<file path="src/rtl/reg_file_arbiter.sv">
// Round-robin arbiter sharing one single-port register file between NREQ requesters.
// Each granted request is sequenced IDLE -> ISSUE (-> RESP for reads) -> IDLE.
module reg_file_arbiter #(
    parameter int NREQ = 2,
    parameter int AW   = 3,
    parameter int DW   = 8
) (
    input  logic              CLK,
    input  logic              RST,
    input  logic [NREQ-1:0]   REQ,
    input  logic [NREQ-1:0]   REQ_WR,
    input  logic [NREQ*AW-1:0] REQ_ADDR,
    input  logic [NREQ*DW-1:0] REQ_DATA,
    output logic [NREQ-1:0]   GNT,
    output logic [NREQ-1:0]   RVALID,
    output logic [DW-1:0]     RDATA,
    output logic              BUSY,
    output logic              RF_WEN,
    output logic              RF_OEN,
    output logic [AW-1:0]     RF_ADDR,
    output logic [DW-1:0]     RF_DIN,
    input  logic [DW-1:0]     RF_DOUT
);

    localparam int PW = (NREQ > 1) ? $clog2(NREQ) : 1;

    typedef enum logic [1:0] {
        IDLE,
        ISSUE,
        RESP
    } state_t;

    state_t        state;
    logic [PW-1:0] ptr;
    logic [PW-1:0] win_q;
    logic          wr_q;

    logic          any;
    logic [PW-1:0] win;
    logic [PW-1:0] ptr_nxt;
    logic [PW:0]   sum;

    // Descending scan so the requester nearest above ptr is the last to assign.
    always_comb begin
        any = 1'b0;
        win = ptr;
        sum = '0;
        for (int k = NREQ - 1; k >= 0; k--) begin
            sum = {1'b0, ptr} + (PW + 1)'(k);
            if (sum >= (PW + 1)'(NREQ)) begin
                sum = sum - (PW + 1)'(NREQ);
            end
            if (REQ[sum[PW-1:0]]) begin
                any = 1'b1;
                win = sum[PW-1:0];
            end
        end
        ptr_nxt = (win == PW'(NREQ - 1)) ? '0 : win + 1'b1;
    end

    assign BUSY = (state != IDLE);

    always_ff @(posedge CLK) begin
        if (RST) begin
            state   <= IDLE;
            ptr     <= '0;
            win_q   <= '0;
            wr_q    <= 1'b0;
            GNT     <= '0;
            RVALID  <= '0;
            RDATA   <= '0;
            RF_WEN  <= 1'b0;
            RF_OEN  <= 1'b0;
            RF_ADDR <= '0;
            RF_DIN  <= '0;
        end else begin
            GNT    <= '0;
            RVALID <= '0;
            RF_WEN <= 1'b0;
            RF_OEN <= 1'b0;
            unique case (state)
                IDLE: begin
                    if (any) begin
                        win_q   <= win;
                        wr_q    <= REQ_WR[win];
                        ptr     <= ptr_nxt;
                        GNT     <= NREQ'(1) << win;
                        RF_WEN  <= REQ_WR[win];
                        RF_OEN  <= ~REQ_WR[win];
                        RF_ADDR <= REQ_ADDR[int'(win)*AW +: AW];
                        RF_DIN  <= REQ_DATA[int'(win)*DW +: DW];
                        state   <= ISSUE;
                    end
                end
                ISSUE: begin
                    state <= wr_q ? IDLE : RESP;
                end
                RESP: begin
                    RDATA  <= RF_DOUT;
                    RVALID <= NREQ'(1) << win_q;
                    state  <= IDLE;
                end
                default: begin
                    state <= IDLE;
                end
            endcase
        end
    end

endmodule

</file>
<file path="config.mk">
export PLATFORM = sky130hd
export DESIGN_NAME = reg_file_arbiter
export DESIGN_NICKNAME = d
export VERILOG_FILES = /design/src/rtl/reg_file_arbiter.sv
export SDC_FILE = /design/constraint.sdc
export NUM_CORES = 1
export LEC_CHECK = 0
export ABC_AREA = 1
export CAP_MARGIN = 15
export CORE_MARGIN = 4
export CORE_UTILIZATION = 39
export CTS_CLUSTER_DIAMETER = 120
export DETAILED_ROUTE_END_ITERATION = 12
export GPL_ROUTABILITY_DRIVEN = 0
export MAX_ROUTING_LAYER = met4
export PLACE_DENSITY = 0.78
export SLEW_MARGIN = 20
export SYNTH_ARGS = -nofsm -noshare
export SYNTH_HDL_FRONTEND = slang
export SYNTH_SLANG_ARGS = --single-unit
</file>
<file path="constraint.sdc">
create_clock -name CLK -period 1.35 [get_ports CLK]
set_input_delay 0.2025 -clock CLK [delete_from_list [all_inputs] [get_ports CLK]]
set_output_delay 0.2025 -clock CLK [all_outputs]
set_load 0.02 [all_outputs]
</file>
Word-level counts from Yosys, hierarchy flattened
Index checks and enable logic that the tools add are counted.
{"block": "totals", "reg_bits": 30, "input_bits": 36, "out_inout_bits": 26, "elab_cells": 53}
{"block": "classes", "n_addsub": 4, "mul": 1, "n_lt_le_gt_ge": 5, "eq_ne": 3, "shifts": 4, "mux": 16, "n_bitwise": 4, "reduce_logical": 5}
{"operator": "16-bit by 5-bit variable part select with 8-bit output", "n": 1}
{"operator": "1-bit two-way mux", "n": 13}
{"operator": "1-bit by 2-bit < comparator with 1-bit output, second input constant", "n": 3}
{"operator": "6-bit by 4-bit variable part select with 3-bit output", "n": 1}
{"operator": "2-bit two-way mux", "n": 2}
{"operator": "1-bit inverter", "n": 4}
{"operator": "2-bit one-hot mux with 2 select lines", "n": 1}
{"operator": "1-bit by 1-bit << shifter with 2-bit output, first input constant", "n": 2}
{"operator": "1-bit by 2-bit multiplier with 3-bit output, second input constant", "n": 1}
{"operator": "3-bit OR reduction", "n": 1}
{"operator": "1-bit by 1-bit adder with 2-bit output, second input constant", "n": 1}
{"operator": "2-bit by 1-bit equality test with 1-bit output, second input constant", "n": 1}
{"operator": "2-bit equality test, second input constant", "n": 1}
{"operator": "1-bit by 2-bit >= comparator with 1-bit output, second input constant", "n": 1}
{"operator": "2-bit >= comparator, second input constant", "n": 1}
{"operator": "2-bit logical NOT", "n": 1}
{"operator": "2-bit inequality test, second input constant", "n": 1}
{"operator": "2-bit AND reduction", "n": 1}
{"operator": "2-bit nonzero test", "n": 1}
{"operator": "2-bit OR reduction", "n": 1}
{"operator": "1-bit subtractor, second input constant", "n": 2}
{"operator": "1-bit adder, second input constant", "n": 1}

Longest topological paths before layout
Gate-level depths: netlist (run 1).
{"block": "logic_depth", "word_depth": 10, "ltp_mapped": 8}

Worst setup path before layout (run 1)
OpenSTA, ideal clock, no wires.
{"block": "synth_timing", "path_kind": "register to register", "start": "register state[1]", "end": "register RF_ADDR[0]", "setup_ns": 0.128, "arrival_time_ns": 1.022, "required_ns": 1.222, "slack_ns": 0.200, "path_stages_with_launch": 9, "period_less_slack_ns": 1.150, "cell_sequence": "dfxtp_1 -> inv_1 -> nand2_1 -> nor2_1 -> buf_4 -> nand3_1 -> nand2_1 -> nor2_1 -> nor2_1"}
{"block": "synth_between", "elab_chain_cells": 2}
{"element": "from (decl)", "line": "33", "text": "state_t state;"}
{"element": "from (signal assigned)", "line": "96", "text": "state <= wr_q ? IDLE : RESP;"}
{"element": "2-bit logical NOT", "line": "81", "text": "unique case (state)"}
{"element": "2-bit AND reduction (no line)"}
{"element": "to (signal assigned)", "line": "90", "text": "RF_ADDR <= REQ_ADDR[int'(win)*AW +: AW];"}
{"element": "to (decl)", "line": "20", "text": "output logic [AW-1:0] RF_ADDR,"}
Every way passes these cells.
A chain may end at the register's enable or synchronous reset.

Final worst setup path (run 1)
{"block": "layout_timing", "start": "register RF_DIN[6]", "end": "output port RF_DIN[6]"}
{"element": "from (decl)", "line": "21", "text": "output logic [DW-1:0] RF_DIN,"}
{"element": "from (signal assigned)", "line": "91", "text": "RF_DIN <= REQ_DATA[int'(win)*DW +: DW];"}
No word-level cell between the ends.

==> results of run 1 <==
[flip-flops by register name (all words and copies together), names as in the netlist]
register,cells
RF_WEN,1
RDATA,8
ptr,1
wr_q,1
RF_DIN,8
GNT,2
state,2
RVALID,2
RF_ADDR,3
win_q,1
RF_OEN,1
[worst paths after layout]
path,start,endpoint,cells past startpoint
max,RF_DIN[6],RF_DIN[6],1
min,wr_q,state[1],1
max reg2reg,ptr,RF_DIN[4],8
min reg2reg,wr_q,state[1],1
[cells by family (layout without fill, tap and decap cells)]
kind of cell	count (synthesis)	after routing
simple gates	101	101
buf+inv	24	97
flops	30	30
compound gates	13	13
[per-stage QoR]
stage	area (um2)	hold slack (ns)
after floorplan	1250	0.279
after detailed placement	1980	0.429
after global routing	2020	0.435
after global placement	1980	0.418
final	2020	0.429
after CTS	2030	0.424
[cell usage after synthesis]
| library cell | number |
|---|---|
| a21oi_1 | 2 |
| and2_1 | 1 |
| buf_2 | 1 |
| buf_4 | 2 |
| buf_8 | 1 |
| clkbuf_1 | 3 |
| dfxtp_1 | 30 |
| inv_1 | 16 |
| inv_2 | 1 |
| nand2_1 | 33 |
| nand2_2 | 1 |
| nand2_4 | 1 |
| nand3_1 | 13 |
| nand3_2 | 2 |
| nor2_1 | 38 |
| nor2_2 | 2 |
| nor3_1 | 1 |
| nor3_2 | 7 |
| nor3b_1 | 1 |
| nor4_1 | 1 |
| o21ai_0 | 11 |
[layer usage]
layer | routed length [um] | part of all wire, %
met4 | 98 | 3.2
met5 | 0 | 0
met2 | 1390 | 45
met1 | 1430 | 46
met3 | 179 | 5.8
[timing repair]
action	in CTS	in global routing
setup endpoints to repair	26	1
gates resized for setup	28	1
buffers inserted	0	0
[final cells by class]
type,instances,area (um2),area share (%)
Timing Repair Buffer,72,682,33.7
Tap cell,44,55.1,2.72
Clock buffer,8,78.8,3.90
Inverter,17,63.8,3.16
Multi-Input combinational cell,114,542,26.8
Sequential cell,30,601,29.7
[power by group through the flow]
stage	combinational (uW)	sequential [uW]	clock, uW
global placement	629	1020	0
finish	590	996	644
global route	651	1010	701
CTS	598	997	657
floorplan	246	1090	0
detailed placement	638	1020	0
[cell usage in the layout (no fill, tap or decap)]
cell type and count:
a21oi_1 2, and2_1 1, buf_12 2, buf_2 1, buf_4 9, clkbuf_4 5, clkbuf_8 3, clkdlybuf4s50_1 35
dfxtp_1 30, dlygate4sd2_1 25, inv_1 16, inv_2 1, nand2_1 33, nand2_2 1, nand2_4 1, nand3_1 13
nand3_2 2, nor2_1 38, nor2_2 2, nor3_1 1, nor3_2 7, nor3b_1 1, nor4_1 1, o21ai_0 11
==> key figures, run 1 <==
Setup path
  • Top Family by Delay on Critical Path: flip-flops
  • Cell Chain, Critical Path: dlygate4sd2_1
  • Worst reg-to-reg setup slack: 0.22 ns
  • Crit Path Class: register to output pin
  • Slowest cell on the critical path: dfxtp_1
  • Arrival @ worst endpoint: 1.02 ns
  • Buf/Inv on CP: 1
  • Crit-path max cell delay: 0.35 ns
  • Type of origin of the critical path: register
  • Worst EP required: 1.15 ns
  • Crit path max fanout: 2
  • Element type at the critical path end: output pin

Yosys
  • Mux contribution to synthesized area: 0%
  • Synth area leaders: dfxtp_1 48%, nor2_1 11%, nand2_1 9.9%, nor3_2 5.6%, nand3_1 5.2%
  • Synth Area in XOR/XNOR: 0%
  • Post-Synth Adder-Cell Area: 0%
  • Synth top area share: 48.0%
  • Post-synthesis cell type count: 21
  • Mapped Cells: 168
  • Largest area contributor in the netlist: dfxtp_1
  • Largest family of logic cells by synthesized area: simple AND/OR/NAND/NOR gates
  • Post-synth net total: 204
  • Synthesized flop and latch total: 30
  • Post-synthesis sequential area ratio: 48.0%
  • Ys Warns: 0
  • Synth Cell Area: 1250 um2
  • Avg Cell Area, Syn: 7.46 um2
  • Post-synthesis simple-gate area fraction: 38.1%
  • Compound-Gate Fraction of Synth Area: 5.19%

Floorplanning
  • Number of I/O pins: 62
  • Chip Height: 64.7 um
  • Row count: 20
  • Die area: 4180 um2
  • Core Footprint: 3050 um2
  • DIE WIDTH: 64.7 um
  • Initial Util: 41.0%

Global routing
  • GRT Max-Usage Layer: met2
  • Grt total ovfl: 0
  • Tot GR Track Use: 16.5%
  • Initial antenna violation count: 0
  • Vias in the first global route: 1178
  • Met1 GRT Util: 20.0%
  • First-pass GRT wire length: 5.13 mm
  • Met3 usage: 3.99%
  • Largest net degree at the start of global routing: 15
  • Grt met2 use: 24.6%

Timing
  • Relative slew slack: 80.6%
  • Fin Setup TNS: 0 ns
  • Clock Skews: 0.00358 ns
  • Final worst-path setup slack: 0.129 ns
  • Final setup viols: 0
  • RSZ-0062 raised after global routing: no
  • Max-slew violations: 0
  • Final worst-path cycle share: 90.4%
  • Minimum clock period after layout: 1.22 ns
  • Worst-margin pin slew: 0.289 ns
  • Endpoints failing hold: 0
  • Max Clk Rate: 819 MHz

Placement
  • Pre-CTS setup slack: -0.172 ns
  • IO buf count: 61
  • Placed cells: 277
  • HPWL after DPL: 2.41 mm

Power
  • PwrDens: 1100 nW/um2
  • Leakage power: 0.00101 uW
  • Clock power frac: 28.9%
  • Switching power: 634 uW
  • Switching portion of total power: 28.4%
  • Internal power: 1600 uW
  • Total power: 2230 uW
  • Sequential Power Share: 44.7%
  • Highest ir drop seen on vdd: 0.000616 V
  • Combinational share of power: 26.4%

Route
  • Drt pass-1 iters: 4
  • Drt total wl: 3.10 mm
  • Antenna viol nets, final: 0
  • Drc violations: 0
  • Vias/cell: 4.36
  • Drt wl/cell: 10.9 um
  • Initial drt markers: 39
  • Total number of vias: 1243

Clock network
  • Clock latency at the later pin of the worst-skew pair: 0.32 ns
  • H-tree Lvls: 2
  • CTS Sinks: 30
  • CTS Hold Bufs: 0
  • Cts bufs inserted: 5
  • Bufs on Longest Clock Path: 2
  • Clock root buffer: clkbuf_4
  • CTS tree: yes
  • Reg clk slew, reported paths: 0.09 ns

Status
  • Status: complete, no violations

Layout
  • Area grow syn2layout: 61.4%
  • Layout cells sized above 1: 14.1%
  • Post-layout net count: 276
  • Fillers: 298
  • Final Non-Filler Cells: 285
  • Finished Core Util: 66.2%
  • Antenna Cells: 0

Min path
  • Worst Hold Class: register to register

Flow run
  • Max-Cap Viols: 0
No activity file was read; power rests on OpenSTA's default activity.
==> inputs of run 2 (changes only) <==
--- a/config.mk
+++ b/config.mk
@@ -6,7 +6,6 @@
 export NUM_CORES = 1
 export LEC_CHECK = 0
 export ABC_AREA = 1
-export CAP_MARGIN = 15
 export CORE_MARGIN = 4
 export CORE_UTILIZATION = 39
 export CTS_CLUSTER_DIAMETER = 120
@@ -14,7 +13,7 @@
 export GPL_ROUTABILITY_DRIVEN = 0
 export MAX_ROUTING_LAYER = met4
 export PLACE_DENSITY = 0.78
-export SLEW_MARGIN = 20
+export SLEW_MARGIN = 15
 export SYNTH_ARGS = -nofsm -noshare
 export SYNTH_HDL_FRONTEND = slang
 export SYNTH_SLANG_ARGS = --single-unit
==> results of run 2 <==
The final DEF is identical to that of run 1; final timing and power are the same.
==> RTL edit 1, RTL diff (settings of run 2) <==
The 3 states of `state_t` get a one-hot encoding in 3 bits.
--- a/src/rtl/reg_file_arbiter.sv
+++ b/src/rtl/reg_file_arbiter.sv
@@ -26,6 +26,6 @@
 
-    typedef enum logic [1:0] {
-        IDLE,
-        ISSUE,
-        RESP
+    typedef enum logic [2:0] {
+        IDLE  = 3'b001,
+        ISSUE = 3'b010,
+        RESP  = 3'b100
     } state_t;
Formal check against the unedited RTL: no difference found for any inputs over 10 cycles, from zero or initial values and one cycle with RST high; not proved beyond that.
==> RTL edit 1 against run 2 <==
Sequential cell count up 1; cell area up 3.7%; wire length rose by 6.4%; synthesized area up 3.5%; worst setup slack worse by 110 ps; count of clock-buffer cells in the layout is 2 lower; largest cell class unchanged.
Power is not compared: it rests on default switching activity, and its combinational part moved more than twofold at a synthesized area within 25%.
==> RTL edit 1: results (changes against run 2) <==
Status: finished, final reports clean
CTS buffer count: 5 (unchanged)
Largest regs: RDATA: 8 flops, RF_DIN: 8 flops
R2R cell count: 7 (-1)
Syn Area/Cell: 7.407 um^2 (-0.64%)
First-pass DRT Iterations: 4 (unchanged)
N_diodes: 0 (unchanged)
Post-synth net total: 211 (+3.4%)
Clk Latency, worst-skew pair: 330 ps
Mux share of post-synthesis cell area: 0 (unchanged)
Synth unique cells: 21 (unchanged)
DRC: 0 (unchanged)
Share of layout cells above drive strength 1: 0.1822 (+0.04111)
DP HPWL: 2472 um (+2.8%)
Synth Area in XOR/XNOR: 0 (unchanged)
CP max-delay cell: dfxtp_1
Asr flop ratio synth: 0 (unchanged)
First-pass GRT wire length: 5492 um (+7.1%)
Max FO, Critical Path: 3 (+1)
Slowest stage delay, CP: 360 ps
Compound-Gate Fraction of Synth Area: 0.1129 (+0.06099)
H-tree level count: 2 (unchanged)
Main synth FF type: dfxtp_1
Sequential share of the synthesized area: 0.4788 (-0.0007560)
Largest cells by area after synthesis: dfxtp_1, nand2_1, nor2_1
Initial antenna violation count: 0 (unchanged)
CTS Buffer Depth: 2 (unchanged)
Clk slew on worst S/H paths: 90 ps (about the same)
Largest net degree at the start of global routing: 15 (unchanged)
Total track usage: 0.1712 (+0.006039)
Hold path depth: 1 (unchanged)
Cell Count, Final, Fillers Out: 291 (+2.1%)
Setup Skew: 4.638 ps (+1.061 ps)
CP top delay family: flip-flops
Root Buffer: clkbuf_4
Placed Area: 0.001988 mm^2 (+0.44%)
PortBufs: 61 (unchanged)
Worst slack at placement: -248.0 ps (-75.78 ps)
Synth Area in Adders: 0 (unchanged)
P_leak: 0.001006 uW
Filler cells: 290 (-2.7%)
Hold Crit Class: reg2reg
CP arrival: 1130 ps (+110 ps)
Vias: 1316 (+5.9%)
VDD IR-drop max: 0.9540 mV
Max_slew headroom: 0.8032 (-0.002276)
DR WL/cell: 11.34 um (+4.2%)
First DRT Iteration DRCs: 49 (+26%)
Commonest cells in the netlist: nand2_1, dfxtp_1, nor2_1, nand3_1, o21ai_0
Final #Nets: 282 (+2.2%)
Yosys warnings: 0 (unchanged)
RTL edit 1: cell count changes after synthesis, moves of 4 or more:
cell     delta
a21oi_2     +7
nand2_2     +4
nor3_2      -7
nor2_1     -16
inv_1       -9
nand2_1    +21
RTL edit 1: kinds of logic after synthesis:
group                  Yosys count
AOI/OAI and AO/OA               24
buffers and inverters           19
DFF                             31
and+or+nand+nor                101
RTL edit 1: power by group:
part           leakage (uW)  total, uW  switching, uW  internal (uW)
Sequential         0.000253       1270            132           1140
Combinational      0.000705       1820           1040            779
Clock             0.0000482        752            315            437
Total               0.00101       3850           1490           2360
RTL edit 1: per-layer routing:
| metal | track usage | up-vias | wire (um) |
|---|---|---|---|
| li1 | - | 692 | - |
| met3 | 0.05641 | 5 | 318 |
| met5 | - | - | 0 |
| met2 | 0.2829 | 55 | 1469 |
| met1 | 0.1829 | 564 | 1455 |
| met4 | 0.08549 | 0 | 55 |
RTL edit 1: repair_timing:
action	in CTS	in global routing
pin swaps	0	3
cloned	0	1
setup endpoints to repair	35	20
buffers inserted	0	1
hold buffers	0	0
gates resized for setup	29	19
RTL edit 1: cell type report:
class	instances	area, um^2	share of cell area
clock buffer	6	51.30	0.02446
clock inverter	2	35.03	0.01671
inverter	11	41.29	0.01969
multi-input combinational	125	615.6	0.2936
sequential	31	623.1	0.2971
tap	44	55.05	0.02625
timing repair buffer	72	675.6	0.3222
RTL edit 1: path summary, 6_finish.rpt:
path                 start        end  slack, ps
hold reg to reg       wr_q   state[2]        450
hold / removal        wr_q   state[2]        450
setup / recovery  state[1]       BUSY         20
setup reg to reg  state[1]  RF_DIN[5]         50
==> RTL edit 2, RTL diff (settings of run 2) <==
Without the edit above. The parameter `NREQ` goes from 2 to 1.
--- a/src/rtl/reg_file_arbiter.sv
+++ b/src/rtl/reg_file_arbiter.sv
@@ -3,3 +3,3 @@
 module reg_file_arbiter #(
-    parameter int NREQ = 2,
+    parameter int NREQ = 1,
     parameter int AW   = 3,
Ports: changed (6 resized); port bits go from 62 to 47. No check against the original RTL was run, so the function may have changed too.
==> RTL edit 2 against run 2 <==
Sequential share of layout area rose by 5.4 points; sequential power decreased by 15%; power shrank 30%; sequential cell count fell by 4; wire length down 26%; cell area fell by 26%; non-clock buffer count shrank 21; cell count is 28% lower; synthesized area is 22% lower; count of clock-buffer cells in the layout is 4 lower; global-route usage is 2.2 points lower; worst setup slack worse by 78 ps; first-iteration DRC count down 62%; largest cell class is now sequential cells.
==> RTL edit 2: results (changes against run 2) <==
Vias in the first global route: 845 (-28%)
Synth Area in XOR/XNOR: 0 (unchanged)
Filler cells: 230 (-23%)
N_diodes: 0 (unchanged)
Total track usage: 0.1432 (-0.02197)
Initial antenna violation count: 0 (unchanged)
R2r setup slk: 250 ps (+30 ps)
CP arrival: 1100 ps (+80 ps)
Slowest stage delay, CP: 370 ps (+20 ps)
H-tree level count: 1 (-1)
Setup Skew: 7.460 ps (+3.883 ps)
Vias per cell: 4.639 (+6.4%)
Compound-Gate Fraction of Synth Area: 0.09731 (+0.04536)
Share of layout cells above drive strength 1: 0.07910 (-0.06198)
PortBufs: 46 (-25%)
Synth unique cells: 15 (-29%)
R2R Path Start: state[0]
Synth top area share: 0.5327 (+0.05313)
Final #Nets: 201 (-27%)
Clk Latency, worst-skew pair: 320 ps (about the same)
Sequential share of the synthesized area: 0.5327 (+0.05313)
Clk slew on worst S/H paths: 140 ps (+50 ps)
CP max-delay cell: dfxtp_2
Max FO, Critical Path: 3 (+1)
DP HPWL: 1802 um (-25%)
Mux share of post-synthesis cell area: 0 (unchanged)
Post-synth net total: 151 (-26%)
Root Buffer: clkbuf_4
Main synth FF type: dfxtp_1
Largest net degree at the start of global routing: 25 (+10)
Hold EP: state[1]
R2R cell count: 5 (-3)
Largest cells by area after synthesis: dfxtp_1, nor2_1, nand3_1
FF-to-FF End: wr_q
Routed WL: 2308 um (-26%)
VDD IR-drop max: 0.5926 mV (-3.9%)
Slew at the pin closest to its max-slew limit: 246.3 ps (-42.41 ps)
CTS buffer count: 3 (-2)
First-pass GRT wire length: 3677 um (-28%)
P_leak: 0.0007638 uW (-24%)
Synth Area in Adders: 0 (unchanged)
First DRT Iteration DRCs: 15 (-62%)
Status: finished, final reports clean
Sw Ratio: 0.2720 (-0.01215)
Commonest cells in the netlist: nor2_1, dfxtp_1, inv_1, nand2_1, nand3_1
[RTL edit 2: what timing repair did]
item / in CTS / in global routing
resized for setup: 26 / 1
hold buffers: 0 / 0
endpoints found under the setup margin: 24 / 1
[RTL edit 2: area by class of cell]
cell class	instances	area share
inverters	16	0.04030
well taps	28	0.02351
clock buffers	4	0.02435
repair buffers	51	0.3233
multi-input cells	80	0.2376
flip-flops and latches	26	0.3510
[RTL edit 2: per-layer routing]
layer  track usage  vias to the layer above  wire length, um
li1              -                      499                -
met1        0.1599                      420              967
met2        0.2484                       28             1207
met3       0.02004                        4              103
met4       0.06954                        0               29
met5             -                        -                0
[RTL edit 2: kinds of logic after synthesis]
kind of cell / after synthesis
AO/OA/AOI/OAI: 19
buffers and inverters: 22
flip-flops: 26
AND/OR/NAND/NOR: 61
[RTL edit 2: worst max path at each step]
stage	from	to	slack [ps]
2_1_floorplan	state[0]	BUSY	410
3_3_place_gp	state[1]	BUSY	90
3_5_place_dp	state[1]	BUSY	80
4_1_cts	state[0]	BUSY	5
5_1_grt	state[0]	BUSY	0.9
6_report	state[0]	BUSY	50
[RTL edit 2: critical path: cells and delay by family, from the launching register on]
family / cells / cell delay (ps)
buffers and inverters: 2 / 310
and+or+nand+nor: 1 / 100
DFF: 1 / 370
[RTL edit 2: power by group through the flow]
| stage | combinational (uW) | sequential [uW] | clock [uW] |
|---|---|---|---|
| floorplan | 131 | 913 | 0 |
| global placement | 362 | 858 | 0 |
| detailed placement | 369 | 861 | 0 |
| CTS | 338 | 843 | 402 |
| global route | 365 | 849 | 428 |
| finish | 334 | 842 | 392 |
[RTL edit 2: stage by stage]
| step | cell area, um^2 | utilization | hold slack (ps) | setup WS (ps) | cells |
|---|---|---|---|---|---|
| floorplan | 977.2 | - | 274.9 | 412.7 | 128 |
| global placement | 1480 | 0.6443 | 415.0 | 87.08 | 201 |
| detailed placement | 1480 | 0.6443 | 429.5 | 76.77 | 201 |
| CTS | 1489 | 0.6481 | 434.6 | 4.582 | 205 |
| global route | 1490 | 0.6487 | 448.7 | 0.9197 | 205 |
| finish | 1490 | 0.6487 | 426.2 | 51.35 | 205 |
